[config.mk]
export PLATFORM = sky130hd
export DESIGN_NAME = tt_scanner
export DESIGN_NICKNAME = d
export VERILOG_FILES = /design/src/rtl/tt_scanner.sv
export SDC_FILE = /design/constraint.sdc
export NUM_CORES = 1
export LEC_CHECK = 0
export BUFFER_PORTS_ARGS = -buffer_cell sky130_fd_sc_hd__buf_2
export CAP_MARGIN = 10
export CORE_ASPECT_RATIO = 0.6
export CORE_MARGIN = 2
export CORE_UTILIZATION = 40
export CTS_CLUSTER_DIAMETER = 30
export DETAILED_ROUTE_END_ITERATION = 10
export SLEW_MARGIN = 20
export SYNTH_ARGS = -nofsm -noshare
export SYNTH_HDL_FRONTEND = slang
export SYNTH_SLANG_ARGS = --single-unit
[constraint.sdc]
create_clock -name clk -period 4.6 [get_ports clk]
set_input_delay 0.23 -clock clk [delete_from_list [all_inputs] [get_ports clk]]
set_output_delay 0.23 -clock clk [all_outputs]
set_load 0.01 [all_outputs]
[src/rtl/tt_scanner.sv]
`default_nettype none
// ============================================================================
//  Module      : tt_scanner
//  Description : Sequential truth-table scanner for a 4-input combinational
//                function. Steps index 0..15 onto abcd, waits SETTLE cycles,
//                captures s_in into a 16-bit table and compares it with
//                EXP_MASK, reporting mismatch flag, first failing index and
//                mismatch count.
//  Optional    : `define TT_SCANNER_ABORT_EN adds an 'abort' input that
//                cancels a running scan (partial results held, no done).
//  Ports       :
//      clk       in   1   clock, rising edge
//      rst_n     in   1   asynchronous active-low reset
//      start     in   1   begin a scan (sampled only in IDLE)
//      abort     in   1   cancel scan (only with TT_SCANNER_ABORT_EN)
//      s_in      in   1   output S of the function under test
//      abcd      out  4   function inputs, bit3=A .. bit0=D
//      busy      out  1   high while driving/sampling
//      done      out  1   one-cycle pulse at scan completion
//      tt        out  16  captured table, bit i = S at index i
//      mismatch  out  1   any captured bit differs from EXP_MASK
//      err_idx   out  4   lowest mismatching index (0 when none)
//      err_cnt   out  5   number of mismatching indices
//  Parameters  : EXP_MASK (expected table), SETTLE (1..15 drive cycles)
//  Revision    : 1.0 - initial release
// ============================================================================
module tt_scanner #(
    parameter logic [15:0] EXP_MASK = 16'h1894,
    parameter int unsigned SETTLE   = 1
) (
    input  logic        clk,
    input  logic        rst_n,
    input  logic        start,
`ifdef TT_SCANNER_ABORT_EN
    input  logic        abort,
`endif
    input  logic        s_in,
    output logic [3:0]  abcd,
    output logic        busy,
    output logic        done,
    output logic [15:0] tt,
    output logic        mismatch,
    output logic [3:0]  err_idx,
    output logic [4:0]  err_cnt
);

    // SETTLE is legal in 1..15, so the reload value always fits in 4 bits.
    localparam logic [3:0] c_settle_load = 4'(SETTLE - 1);
    localparam logic [3:0] c_last_idx    = 4'hF;

    typedef enum logic [1:0] {
        S_IDLE   = 2'd0,
        S_DRIVE  = 2'd1,
        S_SAMPLE = 2'd2,
        S_DONE   = 2'd3
    } state_t;

    state_t      r_state;
    logic [3:0]  r_idx;
    logic [3:0]  r_settle;
    logic        r_busy;
    logic        r_done;
    logic [15:0] r_tt;
    logic        r_mismatch;
    logic [3:0]  r_err_idx;
    logic [4:0]  r_err_cnt;

    logic        w_abort;
    logic        w_bit_err;

`ifdef TT_SCANNER_ABORT_EN
    assign w_abort = abort;
`else
    assign w_abort = 1'b0;
`endif

    assign w_bit_err = s_in ^ EXP_MASK[r_idx];

    always_ff @(posedge clk or negedge rst_n) begin
        if (!rst_n) begin
            r_state    <= S_IDLE;
            r_idx      <= 4'd0;
            r_settle   <= 4'd0;
            r_busy     <= 1'b0;
            r_done     <= 1'b0;
            r_tt       <= 16'h0000;
            r_mismatch <= 1'b0;
            r_err_idx  <= 4'd0;
            r_err_cnt  <= 5'd0;
        end else begin
            r_done <= 1'b0;
            case (r_state)
                S_IDLE: begin
                    if (start) begin
                        r_state    <= S_DRIVE;
                        r_idx      <= 4'd0;
                        r_settle   <= c_settle_load;
                        r_busy     <= 1'b1;
                        r_tt       <= 16'h0000;
                        r_mismatch <= 1'b0;
                        r_err_idx  <= 4'd0;
                        r_err_cnt  <= 5'd0;
                    end
                end

                S_DRIVE: begin
                    if (w_abort) begin
                        r_state <= S_IDLE;
                        r_busy  <= 1'b0;
                    end else if (r_settle == 4'd0) begin
                        r_state <= S_SAMPLE;
                    end else begin
                        r_settle <= r_settle - 4'd1;
                    end
                end

                S_SAMPLE: begin
                    // An abort on the final sample wins: index 15 is not captured.
                    if (w_abort) begin
                        r_state <= S_IDLE;
                        r_busy  <= 1'b0;
                    end else begin
                        r_tt[r_idx] <= s_in;
                        if (w_bit_err) begin
                            r_err_cnt  <= r_err_cnt + 5'd1;
                            r_mismatch <= 1'b1;
                            // mismatch still low means this is the first failing index
                            if (!r_mismatch) begin
                                r_err_idx <= r_idx;
                            end
                        end
                        if (r_idx == c_last_idx) begin
                            // idx stays at 15, so abcd keeps 4'hF until the next start
                            r_state <= S_DONE;
                            r_busy  <= 1'b0;
                            r_done  <= 1'b1;
                        end else begin
                            r_idx    <= r_idx + 4'd1;
                            r_settle <= c_settle_load;
                            r_state  <= S_DRIVE;
                        end
                    end
                end

                S_DONE: begin
                    r_state <= S_IDLE;
                end

                default: begin
                    r_state <= S_IDLE;
                    r_busy  <= 1'b0;
                end
            endcase
        end
    end

    assign abcd     = r_idx;
    assign busy     = r_busy;
    assign done     = r_done;
    assign tt       = r_tt;
    assign mismatch = r_mismatch;
    assign err_idx  = r_err_idx;
    assign err_cnt  = r_err_cnt;

endmodule
`default_nettype wire
==> summary.md <==
| Metric | Value |
|---|---|
| Final WL | 4.794 mm |
| Crit path kind | reg -> reg |
| Multi-input logic area | 997.2 µm² |
| Count of cell types in the netlist | 43 |
| Largest net degree at the start of global routing | 39 |
| Fin crit period | 2493 ps |
| Logic pwr share | 26.3% |
| Die W | 96.52 µm |
| Yosys warns | 0 |
| Crit path DAT | 2670 ps |
| Sequential Power Share | 45.2% |
| Final Setup Violations | 0 |
| CTS Hold Bufs | 0 |
| Hold Vio Cnt, Final | 0 |
| Register area share after synthesis | 46.29% |
| RSZ-0062 raised after global routing | false |
| Syn Area/Cell | 10.07 µm² |
| Worst min-delay path class | in -> async |
| Routed wire per std cell | 15.87 µm |
| Layout cells sized above 1 | 22.46% |
| Filler instances | 484 |
| Worst-path maximum fanout | 8 |
| Post_cts resized | 0 |
| Setup tns final | 0 ps |
| Worst slew pin tran | 869.0 ps |
| Vias per cell | 5.437 |
| IO Count | 36 |
| Final nets | 246 |
| Syn Nets | 215 |
| Leakage | 0.001113 µW |
| P_sw | 308.8 µW |
| Die ar. | 0.005744 mm² |
| Worst-skew pair later-pin latency | 290 ps |
| Final HPWL DP | 3.342 mm |
| DR DRC count | 0 |
| Root Driver | clkbuf_8 |
| Clock sink count | 38 |
| Pwr Total | 936.8 µW |
| Slew Limit Fails | 0 |
| Setup ws final | 2107 ps |
| 1st-iter DRT viols | 118 |
| TritonCTS clock tree | built |
| Hold slack | 43.19 ps |
| Outcome | finished, final reports clean |
| Row cnt | 20 |
| Most used DFF post-synth | dfrtp_1 |
| P&R area growth vs syn | 14.56% |
| Total CTS buffers | 5 |
| Sw frac | 32.96% |
| Critical Path RT | 4780 ps |
| Overall routing resource usage | 18.83% |
| Placer Congestion | 0.7533 |
| Port Buffers | 35 |
| Power Density | 398.0 mW/mm² |
| Maximum clock frequency | 401.1 MHz |
| Post-synth ARST share | 100.0% |
| Pre-CTS WS | 2162 ps |
| Worst slew margin | 42.07% |
| Yosys reg bits | 38 |
| Register area | 950.9 µm² |
| Mapped Area | 0.002054 mm² |
| Vias post-DR | 1642 |
| GRT busiest layer | met1 |
| Overflow after GRT | 0 |
| Clock Skew | 7.467 ps |
| Antenna Nets Post-Route | 0 |
| IR Drop Worst-Case VDD | 0.0002029 V |
| Initial DRT Pass Iterations | 4 |
| CP Capture Type | flip-flop |
| Initial antenna violation count | 0 |
| CORE AREA | 0.005005 mm² |
| Clock transition at the registers of the reported paths | 80 ps |
| Grt met3 use | 4.707% |
| Number of flops mapped to enable cells by yosys | 0 |
| Fin crit share | 54.20% |
| Internal | 628.0 µW |
| Die height | 59.52 µm |
| Antenna Cells | 0 |
| Initial core utilization | 41.05% |
| Met2 global-route usage | 22.92% |
| Worst Setup Start Kind | flip-flop |
| Max-cap violations | 0 |
| Clock Tree Buf Depth | 2 |
| Syn Inst Count | 204 |
| Clock Power Share | 28.5% |
| GR Layer Usage met1 | 31.67% |
| H-tree depth | 2 |
| Postcts setup bufs | 0 |
| Vias in the first global route | 1522 |
| First-pass GRT wire length | 8.017 mm |
## cells in the mapped netlist, types with 2 or more instances
cell type  number  share of area, %
dfrtp_1        38                46
o21ai_0        35               8.5
a21boi_0       14               5.1
nand3_1        11               2.7
nand2_1        10               1.8
nor2_1          9               1.6
clkbuf_1        7               1.3
ha_1            7               4.3
inv_1           7               1.3
a22o_1          6               2.6
a21o_1          4               1.5
a21oi_1         4              0.97
a32o_1          4               1.9
buf_6           4               2.2
nand2b_1        4               1.2
mux2_2          3               1.6
nor2b_1         3              0.91
or4_1           3               1.1
mux2i_1         2              0.97
o211ai_1        2              0.73
o21ai_1         2              0.49
o31ai_1         2              0.73
or3_1           2              0.61
xnor2_1         2              0.85
## layer usage
metal | vias to the layer above | part of all wire (%)
li1 | 808 | -
met1 | 783 | 54
met2 | 46 | 39
met3 | 5 | 5.9
met4 | 0 | 0.63
met5 | - | 0
## layout make-up
cell class,instances,area share [%]
Multi-Input combinational cell,146,42.37
Clock buffer,8,4.678
Inverter,8,1.276
Tap cell,66,3.509
Sequential cell,38,40.40
Timing Repair Buffer,36,7.762
## registers in the layout, summed over array words and instances, names as in the netlist
name / flops
abcd: 4
err_idx: 4
mismatch: 1
r_settle: 4
tt: 16
busy: 1
err_cnt: 5
done: 1
r_state: 2
## power groups by stage
stage	Sequential, µW	Combinational [µW]	Clock, µW
after global placement	428	247	0
after global routing	431	281	294
after detailed placement	429	247	0
after CTS	423	248	274
final	423	247	267
after floorplan	422	174	0
## worst max-delay path, cell delays in order, from the launching register on
cell and delay [ps]:
dfrtp_1 490, inv_1 110, ha_1 380, inv_1 60
mux4_2 470, xnor2_1 340, nor2_1 220, a32o_1 310
## metrics by stage
step                std cells  area (µm²)  util, %
floorplan                 204        2054        -
global placement          294        2243    44.82
detailed placement        294        2243    44.82
CTS                       302        2354    47.03
global route              302        2354    47.03
finish                    302        2354    47.03
## cells by family after synthesis
group | Yosys count | synth area share (%)
flops | 38 | 46.28
fa+ha+maj | 7 | 4.263
simple gates | 52 | 14.68
mux | 6 | 3.715
xor+xnor | 2 | 0.8528
buf+inv | 20 | 5.177
compound gates | 79 | 25.03
## path summary, 6_finish.rpt
check,from,endpoint,slack [ps],cells past startpoint
max in group asynchronous,rst_n,tt[6],4000,1
worst min-delay path,rst_n,r_settle[2],40,1
worst max-delay path,abcd[1],err_idx[0],2110,7
min in group clk,start,busy,310,3
worst max register to register,abcd[1],err_idx[0],2110,7
worst min register to register,err_idx[3],err_idx[3],500,1
## layout by cell type (no fill, tap or decap), types with 7 or more instances in the layout
cell,netlist,routed
buf_2,1,35
nand2_1,10,10
a21boi_0,14,14
clkbuf_8,0,8
nand3_1,11,11
dfrtp_1,38,38
inv_1,7,7
o21ai_0,35,35
nor2_1,9,9
ha_1,7,7
(Power assumes the default switching activity.)
